===== src/rtl/logic_sweep_ctrl_pkg.sv =====
// Shared definitions for the truth-table sweep controller.
//   NVEC_DEF   : number of input vectors of a 3-input function (8)
//   SETTLE_DEF : default settle time, in cycles, per applied vector
//   state_e    : 3-bit encoding of the five sweep states
package logic_sweep_ctrl_pkg;

  localparam int NVEC_DEF   = 8;
  localparam int SETTLE_DEF = 2;

  typedef enum logic [2:0] {
    ST_IDLE   = 3'd0,
    ST_APPLY  = 3'd1,
    ST_SAMPLE = 3'd2,
    ST_CHECK  = 3'd3,
    ST_DONE   = 3'd4
  } state_e;

endpackage


===== src/rtl/logic_sweep_ctrl_if.sv =====
// Bundle of the sweep controller's request/response signals.
//   master : stimulus side (drives start, abort, expected and f_i)
//   slave  : controller side (drives x/y/z, busy, done and the verdict)
interface logic_sweep_ctrl_if;
  import logic_sweep_ctrl_pkg::*;

  logic                start;
  logic                abort;
  logic [NVEC_DEF-1:0] expected;
  logic                f_i;
  logic                x_o;
  logic                y_o;
  logic                z_o;
  logic                busy;
  logic                done;
  logic [NVEC_DEF-1:0] result;
  logic [NVEC_DEF-1:0] mismatch;
  logic [3:0]          err_count;
  logic                pass;

  modport master (
    output start, abort, expected, f_i,
    input  x_o, y_o, z_o, busy, done, result, mismatch, err_count, pass
  );

  modport slave (
    input  start, abort, expected, f_i,
    output x_o, y_o, z_o, busy, done, result, mismatch, err_count, pass
  );

endinterface


===== src/rtl/logic_sweep_ctrl_popcount8.sv =====
// popcount8: combinational population count.
//   din : 8-bit input word
//   cnt : number of set bits in din (0..8)
module popcount8 (
  input  logic [7:0] din,
  output logic [3:0] cnt
);

  always_comb begin
    cnt = 4'd0;
    for (int i = 0; i < 8; i++) begin
      cnt = cnt + 4'(din[i]);
    end
  end

endmodule


===== src/rtl/logic_sweep_ctrl.sv =====
// logic_sweep_ctrl: walks an external 3-input combinational function through
// all eight input vectors, captures F for each one and compares the captured
// table with a golden table latched at start.
//   clk, rst_n : clock, synchronous active-low reset
//   bus.start / bus.abort   : begin a sweep (IDLE only) / cancel a sweep
//   bus.expected            : golden truth table, latched on an accepted start
//   bus.f_i                 : F returned by the function under test
//   bus.x_o/y_o/z_o         : vector currently applied to the function
//   bus.busy / bus.done     : sweep in progress / one-cycle completion pulse
//   bus.result / bus.mismatch / bus.err_count / bus.pass : sweep verdict
module logic_sweep_ctrl
  import logic_sweep_ctrl_pkg::*;
#(
  parameter int SETTLE = SETTLE_DEF,
  parameter int NVEC   = NVEC_DEF
) (
  input  logic                clk,
  input  logic                rst_n,
  logic_sweep_ctrl_if.slave   bus
);

  localparam logic [2:0] LAST_IDX    = 3'(NVEC - 1);
  localparam logic [3:0] SETTLE_LAST = 4'(SETTLE - 1);

  state_e            state_q, state_d;
  logic [2:0]        idx_q, idx_d;
  logic [3:0]        settle_q, settle_d;
  logic [NVEC-1:0]   exp_q, exp_d;
  logic [NVEC-1:0]   result_q, result_d;
  logic [NVEC-1:0]   mismatch_q, mismatch_d;
  logic [3:0]        err_q, err_d;
  logic              pass_q, pass_d;
  logic              done_q, done_d;

  logic [NVEC-1:0]   diff_w;
  logic [3:0]        pop_w;

  assign diff_w = result_q ^ exp_q;

  popcount8 u_popcount8 (
    .din (diff_w),
    .cnt (pop_w)
  );

  // Next-state / datapath decisions
  always_comb begin
    state_d    = state_q;
    idx_d      = idx_q;
    settle_d   = settle_q;
    exp_d      = exp_q;
    result_d   = result_q;
    mismatch_d = mismatch_q;
    err_d      = err_q;
    pass_d     = pass_q;
    done_d     = 1'b0;

    unique case (state_q)
      ST_IDLE: begin
        // abort blocks a simultaneous start
        if (bus.start && !bus.abort) begin
          exp_d      = bus.expected;
          idx_d      = 3'd0;
          settle_d   = 4'd0;
          result_d   = '0;
          mismatch_d = '0;
          err_d      = 4'd0;
          pass_d     = 1'b0;
          state_d    = ST_APPLY;
        end
      end
      ST_APPLY: begin
        if (settle_q == SETTLE_LAST) begin
          settle_d = 4'd0;
          state_d  = ST_SAMPLE;
        end else begin
          settle_d = settle_q + 4'd1;
        end
      end
      ST_SAMPLE: begin
        result_d[idx_q] = bus.f_i;
        if (idx_q == LAST_IDX) begin
          state_d = ST_CHECK;
        end else begin
          idx_d   = idx_q + 3'd1;
          state_d = ST_APPLY;
        end
      end
      ST_CHECK: begin
        mismatch_d = diff_w;
        err_d      = pop_w;
        pass_d     = (diff_w == '0);
        state_d    = ST_DONE;
      end
      ST_DONE: begin
        // done is registered, so the pulse lands in the cycle after DONE
        done_d  = 1'b1;
        state_d = ST_IDLE;
      end
      default: state_d = ST_IDLE;
    endcase

    // Abort discards the whole sweep, including a pending done pulse
    if (bus.abort && state_q != ST_IDLE) begin
      state_d    = ST_IDLE;
      idx_d      = 3'd0;
      settle_d   = 4'd0;
      result_d   = '0;
      mismatch_d = '0;
      err_d      = 4'd0;
      pass_d     = 1'b0;
      done_d     = 1'b0;
    end
  end

  // State and verdict registers
  always_ff @(posedge clk) begin
    if (!rst_n) begin
      state_q    <= ST_IDLE;
      idx_q      <= 3'd0;
      settle_q   <= 4'd0;
      exp_q      <= '0;
      result_q   <= '0;
      mismatch_q <= '0;
      err_q      <= 4'd0;
      pass_q     <= 1'b0;
      done_q     <= 1'b0;
    end else begin
      state_q    <= state_d;
      idx_q      <= idx_d;
      settle_q   <= settle_d;
      exp_q      <= exp_d;
      result_q   <= result_d;
      mismatch_q <= mismatch_d;
      err_q      <= err_d;
      pass_q     <= pass_d;
      done_q     <= done_d;
    end
  end

  // Vector is only presented while it is being settled or sampled
  always_comb begin
    {bus.x_o, bus.y_o, bus.z_o} = 3'b000;
    if (state_q == ST_APPLY || state_q == ST_SAMPLE) begin
      {bus.x_o, bus.y_o, bus.z_o} = idx_q;
    end
  end

  assign bus.busy      = (state_q != ST_IDLE);
  assign bus.done      = done_q;
  assign bus.result    = result_q;
  assign bus.mismatch  = mismatch_q;
  assign bus.err_count = err_q;
  assign bus.pass      = pass_q;

endmodule


===== src/flat_wrapper.sv =====
// flat-port wrapper written by rule: the top's interface ports become plain ports
module logic_sweep_ctrl_flat import logic_sweep_ctrl_pkg::*;
#(
  parameter int SETTLE = SETTLE_DEF,
  parameter int NVEC   = NVEC_DEF
)
  (clk, rst_n, bus_start, bus_abort, bus_expected, bus_f_i, bus_x_o, bus_y_o, bus_z_o, bus_busy, bus_done, bus_result, bus_mismatch, bus_err_count, bus_pass);
  logic_sweep_ctrl_if bus_i ();
  input  logic clk;
  input  logic rst_n;
  input wire logic [$bits(bus_i.start)-1:0] bus_start;
  input wire logic [$bits(bus_i.abort)-1:0] bus_abort;
  input wire logic [$bits(bus_i.expected)-1:0] bus_expected;
  input wire logic [$bits(bus_i.f_i)-1:0] bus_f_i;
  output wire logic [$bits(bus_i.x_o)-1:0] bus_x_o;
  output wire logic [$bits(bus_i.y_o)-1:0] bus_y_o;
  output wire logic [$bits(bus_i.z_o)-1:0] bus_z_o;
  output wire logic [$bits(bus_i.busy)-1:0] bus_busy;
  output wire logic [$bits(bus_i.done)-1:0] bus_done;
  output wire logic [$bits(bus_i.result)-1:0] bus_result;
  output wire logic [$bits(bus_i.mismatch)-1:0] bus_mismatch;
  output wire logic [$bits(bus_i.err_count)-1:0] bus_err_count;
  output wire logic [$bits(bus_i.pass)-1:0] bus_pass;
  assign bus_i.start = bus_start;
  assign bus_i.abort = bus_abort;
  assign bus_i.expected = bus_expected;
  assign bus_i.f_i = bus_f_i;
  assign bus_x_o = bus_i.x_o;
  assign bus_y_o = bus_i.y_o;
  assign bus_z_o = bus_i.z_o;
  assign bus_busy = bus_i.busy;
  assign bus_done = bus_i.done;
  assign bus_result = bus_i.result;
  assign bus_mismatch = bus_i.mismatch;
  assign bus_err_count = bus_i.err_count;
  assign bus_pass = bus_i.pass;
  logic_sweep_ctrl #(.SETTLE(SETTLE), .NVEC(NVEC)) u_core (.clk(clk), .rst_n(rst_n), .bus(bus_i));
endmodule

===== config.mk =====
export PLATFORM = sky130hd
export DESIGN_NAME = logic_sweep_ctrl_flat
export DESIGN_NICKNAME = d
export VERILOG_FILES = /design/src/rtl/logic_sweep_ctrl_pkg.sv /design/src/rtl/logic_sweep_ctrl_if.sv /design/src/rtl/logic_sweep_ctrl_popcount8.sv /design/src/rtl/logic_sweep_ctrl.sv /design/src/flat_wrapper.sv
export SDC_FILE = /design/constraint.sdc
export NUM_CORES = 1
export LEC_CHECK = 0
export ABC_AREA = 1
export CAP_MARGIN = 20
export CORE_UTILIZATION = 56
export DETAILED_ROUTE_END_ITERATION = 8
export HOLD_SLACK_MARGIN = 0.08
export PLACE_DENSITY = 0.85
export RECOVER_POWER = 100
export SYNTH_ARGS = -nofsm -noshare
export SYNTH_HDL_FRONTEND = slang
export SYNTH_HIERARCHICAL = 1
export SYNTH_SLANG_ARGS = --single-unit

===== constraint.sdc =====
create_clock -name clk -period 8.3 [get_ports clk]
set_input_delay 1.245 -clock clk [delete_from_list [all_inputs] [get_ports clk]]
set_output_delay 1.245 -clock clk [all_outputs]
set_load 0.01 [all_outputs]

# Yosys cells after proc, flatten, opt, wreduce, memory -nomap -nowiden
# Index checks and enable logic that the tools add are counted.
# Widths: inputs -> output; s select.
[word_totals]
input_bits = 13
reg_bits = 40
wordCells = 72
output_inout_bits = 26
[op_classes]
n_reduce_logical = 18
n_mux = 23
add_sub_neg = 9
n_eq_ne = 9
bitwise_logic = 2
order_cmp = 2
[ops]
columns = ["op", "n"]
rows = [
  ["$pmux 8 s2", 2],
  ["$add 4x1->4", 4],
  ["$pmux 4 s2", 2],
  ["$mux 3", 4],
  ["$pmux 3 s4", 1],
  ["$reduce_and 2->1", 5],
  ["$bwmux 8", 1],
  ["$logic_not 8->1", 1],
  ["$mux 4", 2],
  ["$mux 8", 1],
  ["$xor 8x8->8", 1],
  ["$eq 3x2->1 const B", 2],
  ["$eq 3x3->1 const B", 2],
  ["$mux 1", 6],
  ["$pmux 3 s2", 1],
  ["$reduce_bool 2->1", 3],
  ["$add 3x1->4", 1],
  ["$add 4x1->4 const B", 1],
  ["$eq 4x1->1 const B", 1],
  ["$lt 3x4->1 const B", 1],
  ["$ne 2x1->1 const B", 2],
  ["$add 2x1->3", 1],
  ["$add 3x1->3 const B", 1],
  ["$demux 1 s3", 1],
  ["other kinds (14)", 16],
]

# Depth between registers and ports, before layout
[depth]
depth_word = 9
ltp_mapped = 17
depth_no_buf = 17

# Hierarchy
# The synthesis kept the hierarchy.
[by_module_without_submodules]
columns = ["mod", "cells_per_inst", "seq_area_each_um2", "area_each_um2", "instances"]
rows = [
  ["logic_sweep_ctrl", 276, 800.8, 1893.1, 1],
  ["popcount8", 29, 0.0, 201.4, 1],
]

# Least setup slack after synthesis
# OpenSTA, ideal clock, no wires.
[synth_path]
kind = "reg2reg"
from = "reg u_core.result_q[0] (netlist: u_core/bus.result[0])"
to = "reg u_core.err_q[1] (netlist: u_core/bus.err_count[1])"
synth_period_minus_slack_ps = 2970
slack_ps = 5330
path_stages_with_launch = 16
required_ps = 8188
path_buffers = 0
setup_time_ps = 112
arrival_ps = 2858
cell_sequence = "dfxtp_1 -> inv_1 -> nand2_1 -> nand2_1 -> inv_1 -> inv_1 -> fa_1 -> fa_1 -> fa_1 -> inv_1 -> ha_1 -> inv_1 -> fa_1 -> inv_1 -> nand2_1 -> nand2_1"
[synth_between]
elab_chain_len = 9
[synth_rtl]
columns = ["item", "line", "rtl"]
rows = [
  ["from (decl)", "logic_sweep_ctrl.sv:29", "logic [NVEC-1:0] result_q, result_d;"],
  ["from (signal assigned)", "logic_sweep_ctrl.sv:132", "result_q <= result_d;"],
  ["$xor 8x8->8", "logic_sweep_ctrl.sv:38", "assign diff_w = result_q ^ exp_q;"],
  ["via u_core.diff_w[0]", "logic_sweep_ctrl.sv:35", "logic [NVEC-1:0] diff_w;"],
  ["$add 1x1->2", "logic_sweep_ctrl_popcount8.sv:12", "cnt = cnt + 4'(din[i]);"],
  ["$add 2x1->3", "logic_sweep_ctrl_popcount8.sv:12", ""],
  ["$add 3x1->4", "logic_sweep_ctrl_popcount8.sv:12", ""],
  ["$add 4x1->4 (4 in series)", "logic_sweep_ctrl_popcount8.sv:12", ""],
  ["via u_core.pop_w[1]", "logic_sweep_ctrl.sv:36", "logic [3:0] pop_w;"],
  ["$pmux 4 s2", "logic_sweep_ctrl.sv:57", "unique case (state_q)"],
  ["to (signal assigned)", "logic_sweep_ctrl.sv:134", "err_q <= err_d;"],
  ["to (decl)", "logic_sweep_ctrl.sv:31", "logic [3:0] err_q, err_d;"],
]
# The timed path passes the listed nets, and every way through them passes these cells.
# A chain may end at the register's enable or synchronous reset.

# Final worst setup path
[layout_path]
from = "in rst_n"
to = "reg u_core.mismatch_q[0] (netlist: u_core/bus.mismatch[0])"
[layout_between]
elab_chain_len = 2
[layout_rtl]
columns = ["item", "line", "rtl"]
rows = [
  ["from (decl)", "flat_wrapper.sv:10", "input logic rst_n;"],
  ["$not 1->1 (no line)", "-", ""],
  ["$reduce_or 2->1 (no line)", "-", ""],
  ["to (signal assigned)", "logic_sweep_ctrl.sv:133", "mismatch_q <= mismatch_d;"],
  ["to (decl)", "logic_sweep_ctrl.sv:30", "logic [NVEC-1:0] mismatch_q, mismatch_d;"],
]
# No other way between the ends.

==> impl_metrics.ini <==
[status]
outcome = complete, no violations

[grt]
grt_pass1_wl_um = 7850
grt_usage_pct = 25.3
gr-total-overflow = 0
antenna_found_initial = 0
grt_pass1_vias = 1840
grt_max_degree = 24

[placed_design]
gp_congestion = 0.874
port_buffers = 38
numPlacedInstances = 385
place_hpwl_um = 3390

[synthesis]
netlist_area_um2 = 2090
synth_simple_gate_area_share_pct = 32.3
ys_ff_latch = 40
syn_avg_cell_area_um2 = 6.87
seq_area_frac_synth_pct = 38.2
synth_warnings = 6
synth_compound_area_share_pct = 9.26
synth.area.mux_share_pct = 0
synth_adder_area_share_pct = 8.00
synth_top_family_by_area = simple AND/OR/NAND/NOR gates
postSynthCellCount = 305
synth_nets = 329
ys_types = 22
synth_xor_xnor_area_share_pct = 1.67

[routing]
wl_um = 4570
antenna_left = 0
drt-initial-drc-count = 159
drc = 0
via_per_inst = 5.05
firstDrtPassIters = 4
vias = 1983
wl_per_cell_um = 11.6

[critical_path]
cp.arrival_ns = 3.59
end_kind = flip-flop
r2r_setup_slack_ns = 5.21
cp-start-kind = primary input
critPathMaxFanout = 23
worstPathRequired_ns = 8.51
worstSetupPathType = primary input to flip-flop

[final_layout]
fillers = 301
final_common_cell = nand2_1
final_cell_mix = nand2_1 (97), inv_1 (49), dfxtp_1 (40), nor2_1 (33), dlygate4sd3_1 (27)
seq_area_um2 = 801
drive_gt1_share_pct = 3.46
multi_input_comb_area_um2 = 1050
stdcell_count = 393
layout.nets = 370
n_antenna_cell = 0
areaGrowthSynthToFinish_pct = 22.5

[die]
ios = 39
die_h_um = 63.2
core_area_um2 = 3470
start_util_pct = 60.4
dieArea_um2 = 3990
rows = 21
die_w_um = 63.2

[sta]
max_clock_freq_mhz = 296
tightest_slew_ns = 0.844
hold_viol_final = 0
tns_ns = 0
maxSlewViolCount = 0
fin_skew_ns = 0.00612
rsz0062_at_grt = no
period_needed_ns = 3.38
finalCritPeriodShare_pct = 40.7
finalSetupViolCount = 0
slew_headroom_pct = 43.6

[clock_tree]
cts_hold_buf = 0
numCtsBuffers = 5
clk_path_buf_depth = 2
clkLatencyLatePin_ns = 0.29
post_cts_buffers = 0
root_buffer = clkbuf_8
clock_sinks = 40
ctsResizeCount = 0
cts_tree = done
cts_max_level = 2
clk_pin_slew_ns = 0.07

[power]
leakagePower_nw = 1.21
power_density_nw_per_um2 = 155
ir_worst_vdd_mv = 0.125

[flow_run]
cap_violations = 0

[hold_path]
hp-class = flip-flop to flip-flop
[through the flow]
stage	hold slack, ns	total power, W	setup WS, ns	cell area (um^2)	util [%]
after global placement	0.428	0.000269	5.33	2500	72.1
after detailed placement	0.434	0.000271	5.28	2500	72.1
after floorplan	0.443	0.000252	5.33	2090	-
final	0.444	0.000398	4.92	2570	74.0
after global routing	0.467	0.000422	4.69	2570	74.0
after CTS	0.448	0.000402	5.22	2590	74.8
[Yosys cell counts]
library cell | count | area share, %
a21oi_1 | 23 | 5.5
xor2_1 | 1 | 0.42
buf_6 | 2 | 1.1
nor3_1 | 1 | 0.24
buf_2 | 2 | 0.48
inv_1 | 49 | 8.8
a31oi_1 | 1 | 0.30
nand4_1 | 5 | 1.5
fa_1 | 4 | 3.8
o21ai_0 | 13 | 3.1
nor2_4 | 4 | 2.2
ha_1 | 7 | 4.2
inv_2 | 1 | 0.18
nor2_1 | 31 | 5.6
o21bai_1 | 1 | 0.36
nand2_4 | 1 | 0.54
nand3_2 | 1 | 0.48
dfxtp_1 | 40 | 38
nand2_1 | 96 | 17
nand3_1 | 17 | 4.1
xnor2_1 | 3 | 1.3
nand2_2 | 2 | 0.60
[path summary, 6_finish.rpt]
kind                                from  cells past startpoint                      end
setup / recovery                   rst_n                      5   u_core/bus.mismatch[0]
setup reg to reg    u_core/bus.result[3]                     13  u_core/bus.err_count[1]
hold reg to reg   u_core/bus.mismatch[7]                      2   u_core/bus.mismatch[7]
hold / removal    u_core/bus.mismatch[7]                      2   u_core/bus.mismatch[7]
[cells by family after synthesis]
family	Yosys count
AND/OR/NAND/NOR	158
buffers and inverters	54
flip-flops	40
AO/OA/AOI/OAI	38
adder cells (fa/ha/maj)	11
XOR/XNOR	4
[state kept, by name (all words and copies together), names as in the netlist]
| name | cells |
|---|---|
| u_core/idx_q | 3 |
| u_core/bus.result | 8 |
| u_core/bus.pass | 1 |
| u_core/bus.err_count | 4 |
| u_core/bus.done | 1 |
| u_core/state_q | 3 |
| u_core/exp_q | 8 |
| u_core/bus.mismatch | 8 |
| u_core/settle_q | 4 |
[layer usage]
| metal | global-route usage, % | share of wire [%] |
|---|---|---|
| met5 | 0 | 0 |
| met4 | 12.8 | 2.4 |
| met3 | 7.97 | 6.3 |
| met2 | 40.3 | 46 |
| met1 | 30.5 | 45 |
[report_power, final]
group          internal, W  total (W)  switching (W)
registers         0.000197   0.000200     0.00000376
logic            0.0000239  0.0000651      0.0000411
clock network    0.0000675   0.000132      0.0000650
[worst max-delay path, cell delays in order]
cell	delay [ns]
dlygate4sd3_1	0.75
nand2_1	0.57
nor2_1	0.73
nand2_1	0.16
o21ai_0	0.13
[final cells by class]
type | count | share of cell area [%]
Multi-Input combinational cell | 211 | 40.8
Sequential cell | 40 | 31.2
Clock inverter | 1 | 0.293
Tap cell | 46 | 2.24
Inverter | 50 | 7.31
Timing Repair Buffer | 38 | 14.8
Clock buffer | 7 | 3.36
No activity file was read; power rests on OpenSTA's default activity.
